===== src/rtl/pipeline_hazard_ctrl.sv =====
// Stall/flush scheduler for the 5-stage RV64 pipeline: load-use, redirect bubbles,
// data-memory wait with timeout and debug halt. Define HAZARD_PERF_CNT_EN for stall/flush counters.
module pipeline_hazard_ctrl #(
    parameter int MEM_TIMEOUT      = 255,
    parameter int REDIRECT_BUBBLES = 1
) (
    input  logic        clk,
    input  logic        reset,
    input  logic [4:0]  rs1_ID,
    input  logic [4:0]  rs2_ID,
    input  logic [4:0]  rd_EX,
    input  logic        rf_wr_en_EX,
    input  logic [2:0]  dm_rd_ctrl_EX,
    input  logic        do_jump_EX,
    input  logic        is_debug_EX,
    input  logic        dbg_resume,
    input  logic        dmem_req,
    input  logic        dmem_ready,
    output logic        stall_PC,
    output logic        stall_IFID,
    output logic        stall_IDEX,
    output logic        stall_EXMEM,
    output logic        flush_IFID,
    output logic        flush_IDEX,
    output logic        halted,
    output logic        mem_timeout,
    output logic [1:0]  state_o
`ifdef HAZARD_PERF_CNT_EN
    ,
    output logic [31:0] stall_cnt,
    output logic [31:0] flush_cnt
`endif
);
    localparam int WCW = $clog2(MEM_TIMEOUT + 1);

    typedef enum logic [1:0] {
        RUN      = 2'd0,
        MEM_WAIT = 2'd1,
        REDIRECT = 2'd2,
        HALT     = 2'd3
    } state_t;

    state_t         state, state_nx;
    logic [WCW-1:0] wait_cnt, wait_cnt_nx;
    logic [1:0]     bub_cnt, bub_cnt_nx;
    logic           mem_wait, timeout_hit, holding, load_use;

    assign mem_wait    = dmem_req && !dmem_ready;
    // Once the wait has lasted MEM_TIMEOUT cycles the access is dropped and the pipe flows.
    assign timeout_hit = mem_wait && (wait_cnt == WCW'(MEM_TIMEOUT));
    assign holding     = mem_wait && !timeout_hit;
    assign load_use    = (dm_rd_ctrl_EX != 3'd0) && rf_wr_en_EX && (rd_EX != 5'd0) &&
                         ((rd_EX == rs1_ID) || (rd_EX == rs2_ID));

    always_ff @(posedge clk or negedge reset) begin
        if (!reset) begin
            state       <= RUN;
            wait_cnt    <= '0;
            bub_cnt     <= '0;
            mem_timeout <= 1'b0;
        end else begin
            state    <= state_nx;
            wait_cnt <= wait_cnt_nx;
            bub_cnt  <= bub_cnt_nx;
            if (timeout_hit)
                mem_timeout <= 1'b1;
        end
    end

    always_comb begin
        state_nx    = state;
        wait_cnt_nx = '0;
        bub_cnt_nx  = bub_cnt;
        if (holding) begin
            // Redirect and halt keep their place; only RUN moves to MEM_WAIT.
            wait_cnt_nx = wait_cnt + 1'b1;
            if (state == RUN)
                state_nx = MEM_WAIT;
        end else begin
            unique case (state)
                RUN, MEM_WAIT: begin
                    state_nx = RUN;
                    if (do_jump_EX) begin
                        if (REDIRECT_BUBBLES > 0) begin
                            state_nx   = REDIRECT;
                            bub_cnt_nx = 2'(REDIRECT_BUBBLES);
                        end
                    end else if (is_debug_EX) begin
                        state_nx = HALT;
                    end
                end
                REDIRECT: begin
                    if (do_jump_EX) begin
                        bub_cnt_nx = 2'(REDIRECT_BUBBLES);
                    end else begin
                        bub_cnt_nx = bub_cnt - 2'd1;
                        if (bub_cnt == 2'd1)
                            state_nx = RUN;
                    end
                end
                HALT: ;
            endcase
        end
        // A resume pulse is single-cycle, so it is honoured even under a memory stall.
        if (state == HALT && dbg_resume)
            state_nx = RUN;
    end

    always_comb begin
        stall_PC    = 1'b0;
        stall_IFID  = 1'b0;
        stall_IDEX  = 1'b0;
        stall_EXMEM = 1'b0;
        flush_IFID  = 1'b0;
        flush_IDEX  = 1'b0;
        if (reset) begin
            if (holding) begin
                stall_PC    = 1'b1;
                stall_IFID  = 1'b1;
                stall_IDEX  = 1'b1;
                stall_EXMEM = 1'b1;
            end else begin
                unique case (state)
                    RUN, MEM_WAIT: begin
                        if (do_jump_EX) begin
                            flush_IFID = 1'b1;
                            flush_IDEX = 1'b1;
                        end else if (is_debug_EX || load_use) begin
                            stall_PC   = 1'b1;
                            stall_IFID = 1'b1;
                            flush_IDEX = 1'b1;
                        end
                    end
                    REDIRECT: begin
                        flush_IFID = 1'b1;
                        flush_IDEX = do_jump_EX;
                    end
                    HALT: begin
                        stall_PC   = 1'b1;
                        stall_IFID = 1'b1;
                        flush_IDEX = 1'b1;
                    end
                endcase
            end
        end
    end

    assign halted  = (state == HALT);
    assign state_o = state;

`ifdef HAZARD_PERF_CNT_EN
    always_ff @(posedge clk or negedge reset) begin
        if (!reset) begin
            stall_cnt <= '0;
            flush_cnt <= '0;
        end else begin
            if (stall_PC)
                stall_cnt <= stall_cnt + 32'd1;
            if (flush_IDEX)
                flush_cnt <= flush_cnt + 32'd1;
        end
    end
`endif

endmodule


===== config.mk =====
export PLATFORM = sky130hd
export DESIGN_NAME = pipeline_hazard_ctrl
export DESIGN_NICKNAME = d
export VERILOG_FILES = /design/src/rtl/pipeline_hazard_ctrl.sv
export SDC_FILE = /design/constraint.sdc
export NUM_CORES = 1
export LEC_CHECK = 0
export CORE_MARGIN = 1.5
export CORE_UTILIZATION = 37
export DETAILED_ROUTE_END_ITERATION = 10
export PLACE_DENSITY = 0.7
export SLEW_MARGIN = 25
export SYNTH_ARGS = -nofsm -noshare
export SYNTH_HDL_FRONTEND = slang
export SYNTH_SLANG_ARGS = --single-unit

===== constraint.sdc =====
create_clock -name clk -period 1.36 [get_ports clk]
set_input_delay 0.136 -clock clk [delete_from_list [all_inputs] [get_ports clk]]
set_output_delay 0.136 -clock clk [all_outputs]
set_load 0.03 [all_outputs]

==> results of run 1 <==
[power by group through the flow]
stage               combinational (mW)  sequential, mW  clock [mW]
floorplan                        0.368           0.574           0
global placement                 0.724           0.522           0
detailed placement               0.746           0.519           0
CTS                              0.779           0.509       0.249
global route                     0.833           0.525       0.269
finish                           0.777           0.511       0.240
[state kept, by name, summed over array words and instances, names as in the netlist]
signal       flops
mem_timeout      1
wait_cnt         8
bub_cnt          2
state_o          2
[cell type report]
cell class,instances,area share
multi-input cells,73,0.3652
repair buffers,59,0.3592
inverters,4,0.01024
flip-flops and latches,13,0.2235
well taps,28,0.02389
clock buffers,4,0.01792
[worst max-delay path: cells and delay by family, from the launching register on]
| family | cells | cell delay, ns |
|---|---|---|
| simple gates | 2 | 0.48 |
| buf+inv | 2 | 0.38 |
| compound gates | 1 | 0.13 |
| flops | 1 | 0.37 |
[cell families (layout without fill, tap and decap cells)]
family	Yosys count	in the layout	share of synthesized area
buffers and inverters	7	67	0.04902
AO/OA/AOI/OAI	19	19	0.1664
XOR/XNOR	16	16	0.1664
adder cells (fa/ha/maj)	2	2	0.02971
flip-flops	13	13	0.3863
AND/OR/NAND/NOR	36	36	0.2021
[metal layers]
metal | wire [microns] | share of wire
met1 | 896 | 0.40
met2 | 1145 | 0.51
met3 | 175 | 0.079
met4 | 8 | 0.0036
met5 | 0 | 0
[cells in the mapped netlist]
cell type  number
nor2_2          1
nor4_1          1
a32oi_1         1
buf_4           2
dfrtp_1        13
nor2_1         14
a21oi_1         5
xor2_1          4
nand3_1         7
and2_1          1
o21ai_0         1
inv_1           4
xnor2_1        12
a2bb2oi_1       1
o211ai_1        2
o22a_1          1
and4_4          1
a41o_1          1
nand4_1         2
o21ai_2         1
nand2b_1        2
ha_1            2
o31ai_1         1
nand2_1         6
nor3_1          1
o22ai_1         3
a41oi_2         1
o21bai_1        1
buf_6           1
[final timing paths]
path / end / slack, ns
worst min register to register: mem_timeout / 0.47
min in group clk: state_o[0] / 0.47
max in group asynchronous: state_o[0] / 0.92
worst max register to register: state_o[1] / -0.10
worst min-delay path: wait_cnt[0] / 0.27
worst max-delay path: flush_IFID / -0.41
[what timing repair did]
item,4_1_cts,5_1_grt
gates resized for setup,11,3
setup buffers,2,2
pin swaps,6,2
setup endpoints to repair,12,13
[metrics by stage]
stage / util / area [sq um] / TNS [ns] / setup slack [ns] / hold WS [ns]
2_1_floorplan: - / 885.9 / -1.620 / -0.5571 / -0.1596
3_3_place_gp: 0.6332 / 1374 / -2.382 / -0.3424 / 0.4714
3_5_place_dp: 0.6332 / 1374 / -2.691 / -0.4064 / 0.4724
4_1_cts: 0.6649 / 1443 / -2.809 / -0.4148 / 0.2521
5_1_grt: 0.6759 / 1466 / -3.389 / -0.4865 / 0.2711
6_report: 0.6759 / 1466 / -2.644 / -0.4095 / 0.2674
[cell usage in the layout (no fill, tap or decap)]
| master | synthesis | layout |
|---|---|---|
| nor2_1 | 14 | 9 |
| o22ai_1 | 3 | 3 |
| a32oi_1 | 1 | 1 |
| a21oi_1 | 5 | 4 |
| nor2_2 | 1 | 5 |
| and4_4 | 1 | 1 |
| dlygate4sd2_1 | 0 | 4 |
| dfrtp_2 | 0 | 2 |
| o31ai_1 | 1 | 1 |
| o21ai_2 | 1 | 1 |
| nor3_1 | 1 | 1 |
| clkbuf_4 | 0 | 3 |
| and2_1 | 1 | 1 |
| clkdlybuf4s50_1 | 0 | 24 |
| nand2_1 | 6 | 6 |
| clkbuf_1 | 0 | 1 |
| buf_4 | 2 | 26 |
| inv_1 | 4 | 3 |
| nor4_4 | 0 | 1 |
| a21oi_2 | 0 | 1 |
| ha_4 | 0 | 1 |
| o21bai_1 | 1 | 1 |
| a41oi_4 | 0 | 1 |
| a41o_1 | 1 | 1 |
| o211ai_1 | 2 | 2 |
| dfrtp_1 | 13 | 11 |
| nand2b_1 | 2 | 2 |
| nand4_1 | 2 | 2 |
| xor2_1 | 4 | 4 |
| nor2_4 | 0 | 1 |
| o21ai_0 | 1 | 1 |
| xnor2_1 | 12 | 12 |
| inv_2 | 0 | 1 |
| buf_6 | 1 | 5 |
| a2bb2oi_1 | 1 | 1 |
| o22a_1 | 1 | 1 |
| ha_1 | 2 | 1 |
| nand3_1 | 7 | 7 |
==> results.toml, run 1 <==
[timing]
timing.slew.headroom = 0.7014
min_period_over_period = 1.301
period_needed_ns = 1.769
rsz0062_at_grt = "yes"
hold_viol_final = 0
slew_violations = 0
finalClockSkew_ns = 0.003359
worstMarginPinSlew_ns = 0.4462
setup_viol = 13
fin_ws_ns = -0.4095
max_freq_mhz = 565.1

[critical_path]
crit_type = "flop to output port"
regToRegStartpoint = "wait_cnt[3]"
cp_slowest_cell = "dfrtp_1"
critPathCaptureType = "output port"
critical_path_arrival_ns = 1.63
start_kind = "flop"
crit_fanout = 4
crit_top_cell = "buf_4"
worst-r2r-cell-count = 7
cp.required_ns = 1.22
crit_path_max_incr_delay_ns = 0.37
cp-startpoint = "wait_cnt[4]"
crit_chain = "and4_4 -> a41oi_4 -> buf_4 -> nor4_4 -> buf_4"

[grt]
grt_start_max_net_pins = 14
grtUsageTotal = 0.1927
use_met2 = 0.3465
antenna_found_initial = 0
grt_util_met3 = 0.07738
grt_pass1_wl_mm = 3.719
grt_pass1_vias = 894
busiest_layer = "met2"
use_met1 = 0.2086
grt-ovfl-total = 0

[cells_and_area]
fin_cells = 181
n_antenna_cell = 0
multi_input_area_sq_um = 535.5
nNetsFinal = 182
fillers = 181
drive_above_1_share = 0.3203
ff_latch_area_sq_um = 327.8
area_growth_pct = 74.15

[run]
maxCapViolations = 0

[synthesis]
synth_top_cell_by_area = "dfrtp_1"
ys_warn_count = 0
syn-num-nets = 121
synth_seq_area_share = 0.3863
synthTopCellsByArea = "dfrtp_1 39%, xnor2_1 12%, nor2_1 6.2%"
syn_area_sq_um = 842.1
synth_top_area_frac = 0.3863
synth_cells = 93
synth.avg_cell_area_sq_um = 9.054
synth.distinct_cells = 29
yosys_register_bits = 13

[clock_tree]
cts_max_level = 1
cts_root_buffer = "clkbuf_4"
clk_pin_slew_worst_paths_ns = 0.08
hold_buffers = 0
clk_path_buf_depth = 2
cts_tree = "yes"
clock-sinks = 13
cts_made_buffers = 3
clk_latency_ns = 0.27

[floorplanning]
initial_core_util = 0.3881
coreArea_sq_mm = 0.002170
die_h_microns = 50.71
die_width_microns = 50.71
num_rows = 17
ioPinCount = 36
die_area_sq_mm = 0.002571

[route]
drt-total-wl_mm = 2.225
vias = 896
ant_nets = 0
wl_per_cell_microns = 12.29
avgViaCountPerCell = 4.950
post-route-drc-count = 0
dr.pass1.iters = 4
drtIter0Drc = 12

[pwr]
p_comb_frac = 0.508
pwr-share-clk = 0.157
seq_power_share = 0.334
power.total_mw = 1.528
internal_power_uw = 932.4
p_leak_nw = 0.6222
swShare = 0.3898
p_sw_uw = 595.7
ir_drop_mv = 1.161
power-per-cell-area_mw_per_mm2 = 1042

[place]
numPortBuffers = 35
hpwl_mm = 1.818
gp_congestion = 0.8005
place_inst = 173

[run_status]
status = "complete, but fails checks"
violations = "negative setup slack"

[min_path]
hp-class = "input port to asynchronous set/reset pin"
Note: power is estimated with default switching activity, not from simulation.
==> inputs of run 2 (changes only) <==
--- a/config.mk
+++ b/config.mk
@@ -5,6 +5,7 @@
 export SDC_FILE = /design/constraint.sdc
 export NUM_CORES = 1
 export LEC_CHECK = 0
+export ABC_AREA = 0
 export CORE_MARGIN = 1.5
 export CORE_UTILIZATION = 37
 export DETAILED_ROUTE_END_ITERATION = 10
==> results of run 2 <==
Final layout, timing and power as in run 1 (identical DEF).
